### config.mk
export PLATFORM = sky130hd
export DESIGN_NAME = ddr3_req_arbiter_flat
export DESIGN_NICKNAME = d
export VERILOG_FILES = /design/src/rtl/ddr3_arb_pkg.sv /design/src/rtl/ddr3_req_arbiter_if.sv /design/src/rtl/ddr3_arb_select.sv /design/src/rtl/ddr3_req_arbiter.sv /design/src/flat_wrapper.sv
export SDC_FILE = /design/constraint.sdc
export NUM_CORES = 1
export LEC_CHECK = 0
export CORE_ASPECT_RATIO = 1.4
export CORE_MARGIN = 2
export CORE_UTILIZATION = 45
export CTS_BUF_LIST = sky130_fd_sc_hd__clkbuf_16
export DETAILED_ROUTE_END_ITERATION = 10
export PLACE_DENSITY = 0.87
export SLEW_MARGIN = 10
export SYNTH_ARGS = -nofsm -noshare
export SYNTH_HDL_FRONTEND = slang
export SYNTH_SLANG_ARGS = --single-unit
### constraint.sdc
create_clock -name clock -period 3.6 [get_ports clock]
set_input_delay 0.36 -clock clock [delete_from_list [all_inputs] [get_ports clock]]
set_output_delay 0.36 -clock clock [all_outputs]
set_load 0.05 [all_outputs]
### src/rtl/ddr3_arb_pkg.sv
// ddr3_arb_pkg: shared constants and types for the DDR3 request arbiter.
// Source encodings, starvation counter width and the one-hot grant bundle.
package ddr3_arb_pkg;

    localparam int WAIT_BITS = 8;

    localparam logic [1:0] SRC_WRITE  = 2'b00;
    localparam logic [1:0] SRC_READ   = 2'b01;
    localparam logic [1:0] SRC_BYPASS = 2'b10;

    typedef struct packed {
        logic by;
        logic rd;
        logic wr;
    } gnt_t;

    function automatic logic [1:0] gnt_src(gnt_t g);
        logic [1:0] s;
        s = SRC_WRITE;
        unique case (1'b1)
            g.by:    s = SRC_BYPASS;
            g.rd:    s = SRC_READ;
            default: s = SRC_WRITE;
        endcase
        return s;
    endfunction

endpackage

### src/rtl/ddr3_req_arbiter_if.sv
// ddr3_req_arbiter_if: request ports of the three sources plus the
// command port towards the DDR3 controller FSM.
interface ddr3_req_arbiter_if #(
    parameter int ADDRS = 23,
    parameter int REQID = 4
) ();
    logic             wr_valid_i;
    logic             wr_ready_o;
    logic [ADDRS-1:0] wr_addr_i;
    logic [REQID-1:0] wr_id_i;
    logic             rd_valid_i;
    logic             rd_ready_o;
    logic [ADDRS-1:0] rd_addr_i;
    logic [REQID-1:0] rd_id_i;
    logic             by_valid_i;
    logic             by_ready_o;
    logic [ADDRS-1:0] by_addr_i;
    logic [REQID-1:0] by_id_i;
    logic             mem_valid_o;
    logic             mem_ready_i;
    logic             mem_store_o;
    logic [1:0]       mem_src_o;
    logic [ADDRS-1:0] mem_addr_o;
    logic [REQID-1:0] mem_id_o;

    // Arbiter side
    modport slave (
        input  wr_valid_i, wr_addr_i, wr_id_i,
        input  rd_valid_i, rd_addr_i, rd_id_i,
        input  by_valid_i, by_addr_i, by_id_i,
        input  mem_ready_i,
        output wr_ready_o, rd_ready_o, by_ready_o,
        output mem_valid_o, mem_store_o, mem_src_o,
        output mem_addr_o, mem_id_o
    );

    // Requester / controller side
    modport master (
        output wr_valid_i, wr_addr_i, wr_id_i,
        output rd_valid_i, rd_addr_i, rd_id_i,
        output by_valid_i, by_addr_i, by_id_i,
        output mem_ready_i,
        input  wr_ready_o, rd_ready_o, by_ready_o,
        input  mem_valid_o, mem_store_o, mem_src_o,
        input  mem_addr_o, mem_id_o
    );

endinterface

### src/rtl/ddr3_arb_select.sv
// ddr3_arb_select: combinational priority and RAW-hazard selection.
// Starved write > bypass > read > write; hazards defer to the write.
module ddr3_arb_select
    import ddr3_arb_pkg::*;
#(
    parameter int ADDRS = 23
) (
    input  logic             i_wr_valid,
    input  logic [ADDRS-1:0] i_wr_addr,
    input  logic             i_rd_valid,
    input  logic [ADDRS-1:0] i_rd_addr,
    input  logic             i_by_valid,
    input  logic [ADDRS-1:0] i_by_addr,
    input  logic             i_starve,
    output gnt_t             o_gnt
);

    logic w_rd_haz;
    logic w_by_haz;

    assign w_rd_haz = i_wr_valid && (i_rd_addr == i_wr_addr);
    assign w_by_haz = i_wr_valid && (i_by_addr == i_wr_addr);

    // Pick exactly one source; a read that hits the pending write waits
    always_comb begin
        o_gnt = '0;
        if (i_wr_valid && i_starve) begin
            o_gnt.wr = 1'b1;
        end else if (i_by_valid && !w_by_haz) begin
            o_gnt.by = 1'b1;
        end else if (i_rd_valid && !w_rd_haz) begin
            o_gnt.rd = 1'b1;
        end else if (i_wr_valid) begin
            o_gnt.wr = 1'b1;
        end
    end

endmodule

### src/rtl/ddr3_req_arbiter.sv
// ddr3_req_arbiter: schedules write/read/bypass bursts into one command
// port through a single registered stage (one cycle of latency).
module ddr3_req_arbiter
    import ddr3_arb_pkg::*;
#(
    parameter int ADDRS         = 23,
    parameter int REQID         = 4,
    parameter int WR_MAX_WAIT   = 8,
    parameter int BYPASS_ENABLE = 0
) (
    input  logic             clock,
    input  logic             reset,
    ddr3_req_arbiter_if.slave bus
);

    localparam logic [WAIT_BITS-1:0] MAX_W = WAIT_BITS'(WR_MAX_WAIT);

    logic [WAIT_BITS-1:0] r_wait_cnt;
    logic                 r_valid;
    logic                 r_store;
    logic [1:0]           r_src;
    logic [ADDRS-1:0]     r_addr;
    logic [REQID-1:0]     r_id;

    logic             w_by_valid;
    logic             w_starve;
    logic             w_free;
    logic             w_go;
    logic             w_any;
    gnt_t             w_gnt;
    logic [ADDRS-1:0] w_addr;
    logic [REQID-1:0] w_id;

    assign w_by_valid = (BYPASS_ENABLE != 0) && bus.by_valid_i;
    assign w_starve   = (r_wait_cnt == MAX_W);
    assign w_free     = !r_valid || bus.mem_ready_i;
    assign w_go       = w_free && !reset;
    assign w_any      = w_go && (w_gnt != '0);

    ddr3_arb_select #(
        .ADDRS (ADDRS)
    ) u_sel (
        .i_wr_valid (bus.wr_valid_i),
        .i_wr_addr  (bus.wr_addr_i),
        .i_rd_valid (bus.rd_valid_i),
        .i_rd_addr  (bus.rd_addr_i),
        .i_by_valid (w_by_valid),
        .i_by_addr  (bus.by_addr_i),
        .i_starve   (w_starve),
        .o_gnt      (w_gnt)
    );

    assign bus.wr_ready_o = w_go && w_gnt.wr;
    assign bus.rd_ready_o = w_go && w_gnt.rd;
    assign bus.by_ready_o = w_go && w_gnt.by;

    assign bus.mem_valid_o = r_valid;
    assign bus.mem_store_o = r_store;
    assign bus.mem_src_o   = r_src;
    assign bus.mem_addr_o  = r_addr;
    assign bus.mem_id_o    = r_id;

    // Route the winning source's address and ID to the output stage
    always_comb begin
        w_addr = bus.wr_addr_i;
        w_id   = bus.wr_id_i;
        unique case (1'b1)
            w_gnt.by: begin
                w_addr = bus.by_addr_i;
                w_id   = bus.by_id_i;
            end
            w_gnt.rd: begin
                w_addr = bus.rd_addr_i;
                w_id   = bus.rd_id_i;
            end
            default: begin
                w_addr = bus.wr_addr_i;
                w_id   = bus.wr_id_i;
            end
        endcase
    end

    // Output stage: load on grant, drop after handshake, hold on stall
    always_ff @(posedge clock) begin
        if (reset) begin
            r_valid <= 1'b0;
            r_store <= 1'b0;
            r_src   <= SRC_WRITE;
            r_addr  <= '0;
            r_id    <= '0;
        end else if (w_free) begin
            r_valid <= w_any;
            if (w_any) begin
                r_store <= w_gnt.wr;
                r_src   <= gnt_src(w_gnt);
                r_addr  <= w_addr;
                r_id    <= w_id;
            end
        end
    end

    // Count lost arbitrations of a pending write, saturating at the limit
    always_ff @(posedge clock) begin
        if (reset) begin
            r_wait_cnt <= '0;
        end else if (!bus.wr_valid_i || bus.wr_ready_o) begin
            r_wait_cnt <= '0;
        end else if (w_free && !w_starve) begin
            r_wait_cnt <= r_wait_cnt + 1'b1;
        end
    end

endmodule

### src/flat_wrapper.sv
// flat-port wrapper written by rule: the top's interface ports become plain ports
module ddr3_req_arbiter_flat import ddr3_arb_pkg::*;
#(
    parameter int ADDRS         = 23,
    parameter int REQID         = 4,
    parameter int WR_MAX_WAIT   = 8,
    parameter int BYPASS_ENABLE = 0
)
  (clock, reset, bus_wr_valid_i, bus_wr_addr_i, bus_wr_id_i, bus_rd_valid_i, bus_rd_addr_i, bus_rd_id_i, bus_by_valid_i, bus_by_addr_i, bus_by_id_i, bus_mem_ready_i, bus_wr_ready_o, bus_rd_ready_o, bus_by_ready_o, bus_mem_valid_o, bus_mem_store_o, bus_mem_src_o, bus_mem_addr_o, bus_mem_id_o);
  ddr3_req_arbiter_if #(.ADDRS(ADDRS), .REQID(REQID)) bus_i ();
  input  logic clock;
  input  logic reset;
  input wire logic [$bits(bus_i.wr_valid_i)-1:0] bus_wr_valid_i;
  input wire logic [$bits(bus_i.wr_addr_i)-1:0] bus_wr_addr_i;
  input wire logic [$bits(bus_i.wr_id_i)-1:0] bus_wr_id_i;
  input wire logic [$bits(bus_i.rd_valid_i)-1:0] bus_rd_valid_i;
  input wire logic [$bits(bus_i.rd_addr_i)-1:0] bus_rd_addr_i;
  input wire logic [$bits(bus_i.rd_id_i)-1:0] bus_rd_id_i;
  input wire logic [$bits(bus_i.by_valid_i)-1:0] bus_by_valid_i;
  input wire logic [$bits(bus_i.by_addr_i)-1:0] bus_by_addr_i;
  input wire logic [$bits(bus_i.by_id_i)-1:0] bus_by_id_i;
  input wire logic [$bits(bus_i.mem_ready_i)-1:0] bus_mem_ready_i;
  output wire logic [$bits(bus_i.wr_ready_o)-1:0] bus_wr_ready_o;
  output wire logic [$bits(bus_i.rd_ready_o)-1:0] bus_rd_ready_o;
  output wire logic [$bits(bus_i.by_ready_o)-1:0] bus_by_ready_o;
  output wire logic [$bits(bus_i.mem_valid_o)-1:0] bus_mem_valid_o;
  output wire logic [$bits(bus_i.mem_store_o)-1:0] bus_mem_store_o;
  output wire logic [$bits(bus_i.mem_src_o)-1:0] bus_mem_src_o;
  output wire logic [$bits(bus_i.mem_addr_o)-1:0] bus_mem_addr_o;
  output wire logic [$bits(bus_i.mem_id_o)-1:0] bus_mem_id_o;
  assign bus_i.wr_valid_i = bus_wr_valid_i;
  assign bus_i.wr_addr_i = bus_wr_addr_i;
  assign bus_i.wr_id_i = bus_wr_id_i;
  assign bus_i.rd_valid_i = bus_rd_valid_i;
  assign bus_i.rd_addr_i = bus_rd_addr_i;
  assign bus_i.rd_id_i = bus_rd_id_i;
  assign bus_i.by_valid_i = bus_by_valid_i;
  assign bus_i.by_addr_i = bus_by_addr_i;
  assign bus_i.by_id_i = bus_by_id_i;
  assign bus_i.mem_ready_i = bus_mem_ready_i;
  assign bus_wr_ready_o = bus_i.wr_ready_o;
  assign bus_rd_ready_o = bus_i.rd_ready_o;
  assign bus_by_ready_o = bus_i.by_ready_o;
  assign bus_mem_valid_o = bus_i.mem_valid_o;
  assign bus_mem_store_o = bus_i.mem_store_o;
  assign bus_mem_src_o = bus_i.mem_src_o;
  assign bus_mem_addr_o = bus_i.mem_addr_o;
  assign bus_mem_id_o = bus_i.mem_id_o;
  ddr3_req_arbiter #(.ADDRS(ADDRS), .REQID(REQID), .WR_MAX_WAIT(WR_MAX_WAIT), .BYPASS_ENABLE(BYPASS_ENABLE)) u_core (.clock(clock), .reset(reset), .bus(bus_i));
endmodule
==> reports/metrics.csv <==
stage,metric,value,unit
status,status,completed,
global_routing,global-route wire length before repair,12.2,mm
cts,root buffer cell,clkbuf_16,
power,Net Sw Power,0.000401,W
detailed_routing,DR WL/cell,17.2,µm
synthesis,Synth top area share,29.6,%
floorplan,die area,0.00633,mm²
final_layout,Ant. Diodes,0,
synthesis,Synth Area in Compound Gates,37.2,%
synthesis,asr flop ratio synth,0,%
critical_path,FF-to-FF setup slack,1160,ps
place,DP HPWL,5.28,mm
critical_path,CP required,3240,ps
min_path,Worst Hold Class,flip-flop to flip-flop,
synthesis,post-synthesis xor/xnor area fraction,9.55,%
final_layout,share of cells above drive strength 1,8.29,%
power,P_int,0.000865,W
floorplan,Cell Rows,32,
cts,clk sink count,38,
critical_path,Critical Path End,bus_wr_ready_o,
cts,CTS Hold Bufs,0,
critical_path,Reg-to-Reg Start,u_core.r_wait_cnt[0],
critical_path,CP top delay family,simple AND/OR/NAND/NOR gates,
cts,Clock Path Buffers,2,
power,Sw Ratio,31.7,%
power,Flop pwr share,36.7,%
place,PortBufs,90,
sta,Slew @ Worst Pin,996,ps
global_routing,GRT Residual Overflow,0,
critical_path,slowest cell on the critical path,or4_1,
critical_path,worst setup path category,primary input to primary output,
floorplan,Core ar.,0.00553,mm²
sta,Max Freq,334,MHz
global_routing,aggregate global-route resource usage,24.9,%
global_routing,pin count of the biggest net entering global routing,55,
place,Post-Place Cells,434,
power,power share of the clock group,32.7,%
critical_path,CP Capture Type,primary output,
global_routing,initial antenna violation count,0,
sta,Max-slew headroom,33.6,%
synthesis,Post-Synth Adder-Cell Area,0.975,%
critical_path,WP depth,7,
power,PnR Total Power,0.00127,W
final_layout,Area Overhead vs Synth,39.8,%
cts,CTS tree,yes,
global_routing,vias in the first global route,2675,
cts,CTS clock-pin slew for the worst setup and hold paths,50,ps
synthesis,largest area contributor in the netlist,dfxtp_1,
final_layout,final core occ,64.9,%
synthesis,Yosys cell types,41,
synthesis,register area share after synthesis,29.6,%
floorplan,initial cell density of the core,46.5,%
sta,final hold violations,0,
sta,min cycle time layout,2990,ps
critical_path,CP max FO,7,
critical_path,"slowest stage delay, CP",720,ps
detailed_routing,routed via count,2717,
cts,H-tree depth,2,
synthesis,top_reg_cell synth,dfxtp_1,
synthesis,Mapped Area,0.00257,mm²
synthesis,Synth Instances,300,
synthesis,top-count cell post-synth,dfxtp_1,
detailed_routing,DRC Markers,0,
cts,Post-CTS Setup Inserts,0,
sta,RSZ-0062 raised after global routing,no,
place,global placer's final weighted congestion,0.934,
power,P_leak,1.18,nW
cts,TritonCTS Buffers,5,
final_layout,final std cells w/o fill,442,
critical_path,worst setup path start,bus_wr_addr_i[0],
synthesis,register bit total from synthesis,38,
run,Max Cap Violations,0,
floorplan,# IOs,121,
floorplan,Die W,67.8,µm
detailed_routing,Vias/cell,6.15,
power,PwrDens,353,mW/mm²
detailed_routing,Initial DRT Pass Iterations,4,
critical_path,R2R depth,8,
critical_path,Buf/Inv on CP,2,
synthesis,Post-synth top cells,"dfxtp_1 (38), nor2_1 (27), xnor2_1 (23)",
sta,final period utilization,83.1,%
power,Peak VDD IR,196,µV
cts,clk_lat worst skew,280,ps
critical_path,FF-to-FF End,u_core.bus.mem_addr_o[13],
sta,# setup viols final,0,
power,combinational power share,30.5,%
critical_path,Critical Path Start Type,primary input,
sta,Final Max Slew Viols,0,
synthesis,synth warn,0,
critical_path,Worst EP arrival,2630,ps
synthesis,Synth Area in Simple Gates,15.0,%
cts,CTS resizes,0,
synthesis,Post-synth EDFFs,0,
critical_path,"Cell Chain, Critical Path",clkdlybuf4s50_1 -> xnor2_1 -> nand4_1 -> or4_1 -> o21ai_4 -> and3_1 -> buf_12,
final_layout,Nets,462,
synthesis,Post-Syn Area per Cell,8.56,µm²
synthesis,post-synthesis mux area share,0,%
synthesis,dominant cells by area after synthesis,"dfxtp_1 (30%), xnor2_1 (7.8%), a311oi_1 (7.5%), a21boi_0 (6.4%), o211ai_1 (6.1%)",
sta,setup TNS,0,ps
detailed_routing,ANT nets after route,0,
floorplan,Die Ht,93.4,µm
detailed_routing,final WL,7.59,mm
detailed_routing,DR iter-0 viols,144,
synthesis,largest family of logic cells by synthesized area,compound AO/OA/AOI/OAI gates,
sta,skew final,5.35,ps
==> cell type report <==
type	count	area (µm²)
Tap cell	68	85.1
Sequential cell	38	761
Timing Repair Buffer	99	976
Multi-Input combinational cell	227	1620
Inverter	2	7.51
Fill cell	475	1940
Clock buffer	5	125
Clock inverter	3	12.5
==> worst register-to-register path: stages, from the launching register on <==
cell and delay (ps):
dfxtp_1 430, inv_1 100, ha_1 220, nand4_1 90, buf_4 260, and2_1 470
buf_4 280, o211ai_1 140, a311oi_1 330
==> registers in the layout (all words and copies together), names as in the netlist <==
signal / flops
u_core.bus.mem_id_o: 4
u_core.bus.mem_valid_o: 1
u_core.r_wait_cnt: 8
u_core.bus.mem_src_o: 1
u_core.bus.mem_addr_o: 23
u_core.bus.mem_store_o: 1
==> metrics by stage <==
step,worst slack (ps),hold WS [ps],instance area (µm²)
finish,608,461,3590
global route,477,504,3590
CTS,622,464,3590
detailed placement,626,456,3450
global placement,634,444,3450
floorplan,1230,456,2570
==> kinds of logic (layout without fill, tap and decap cells) <==
kind of cell / count (synthesis) / after routing
other cells: 1 / 2
compound gates: 122 / 122
flops: 38 / 38
xor+xnor: 28 / 28
buf+inv: 36 / 109
simple gates: 73 / 73
fa+ha+maj: 2 / 2
==> layer usage <==
layer	up-vias	routed length [µm]	GRT usage [%]
li1	1299	-	-
met1	1267	2970	30.6
met2	136	3820	42.3
met3	15	663	5.42
met4	0	144	7.83
met5	-	0	0
==> layout by cell type (no fill, tap or decap), types with 7 or more instances in the layout <==
master / n
o211ai_2: 7
nand3_1: 8
nand2b_1: 7
nand4_1: 10
nor2_1: 26
a21boi_0: 22
dfxtp_1: 38
xnor2_1: 23
a31oi_1: 22
a311oi_1: 22
buf_4: 10
clkdlybuf4s50_1: 88
o211ai_1: 21
nand2_1: 7
==> worst min path at each step <==
| stage | start | cells past startpoint | slack [ps] | to |
|---|---|---|---|---|
| detailed placement | u_core.bus.mem_src_o[0] | 2 | 460 | u_core.bus.mem_src_o[0] |
| global placement | u_core.bus.mem_src_o[0] | 2 | 440 | u_core.bus.mem_src_o[0] |
| global route | u_core.bus.mem_src_o[0] | 2 | 500 | u_core.bus.mem_src_o[0] |
| CTS | u_core.bus.mem_src_o[0] | 2 | 460 | u_core.bus.mem_src_o[0] |
| finish | u_core.bus.mem_src_o[0] | 2 | 460 | u_core.bus.mem_src_o[0] |
| floorplan | u_core.r_wait_cnt[3] | 2 | 460 | u_core.r_wait_cnt[3] |
==> power groups by stage <==
stage	sequential [W]	clock, W	combinational [W]
detailed placement	0.000473	0	0.000385
CTS	0.000465	0.000421	0.000387
finish	0.000465	0.000415	0.000387
global placement	0.000473	0	0.000379
floorplan	0.000565	0	0.000132
global route	0.000467	0.000434	0.000411
Power figures use the tool's default switching activity.
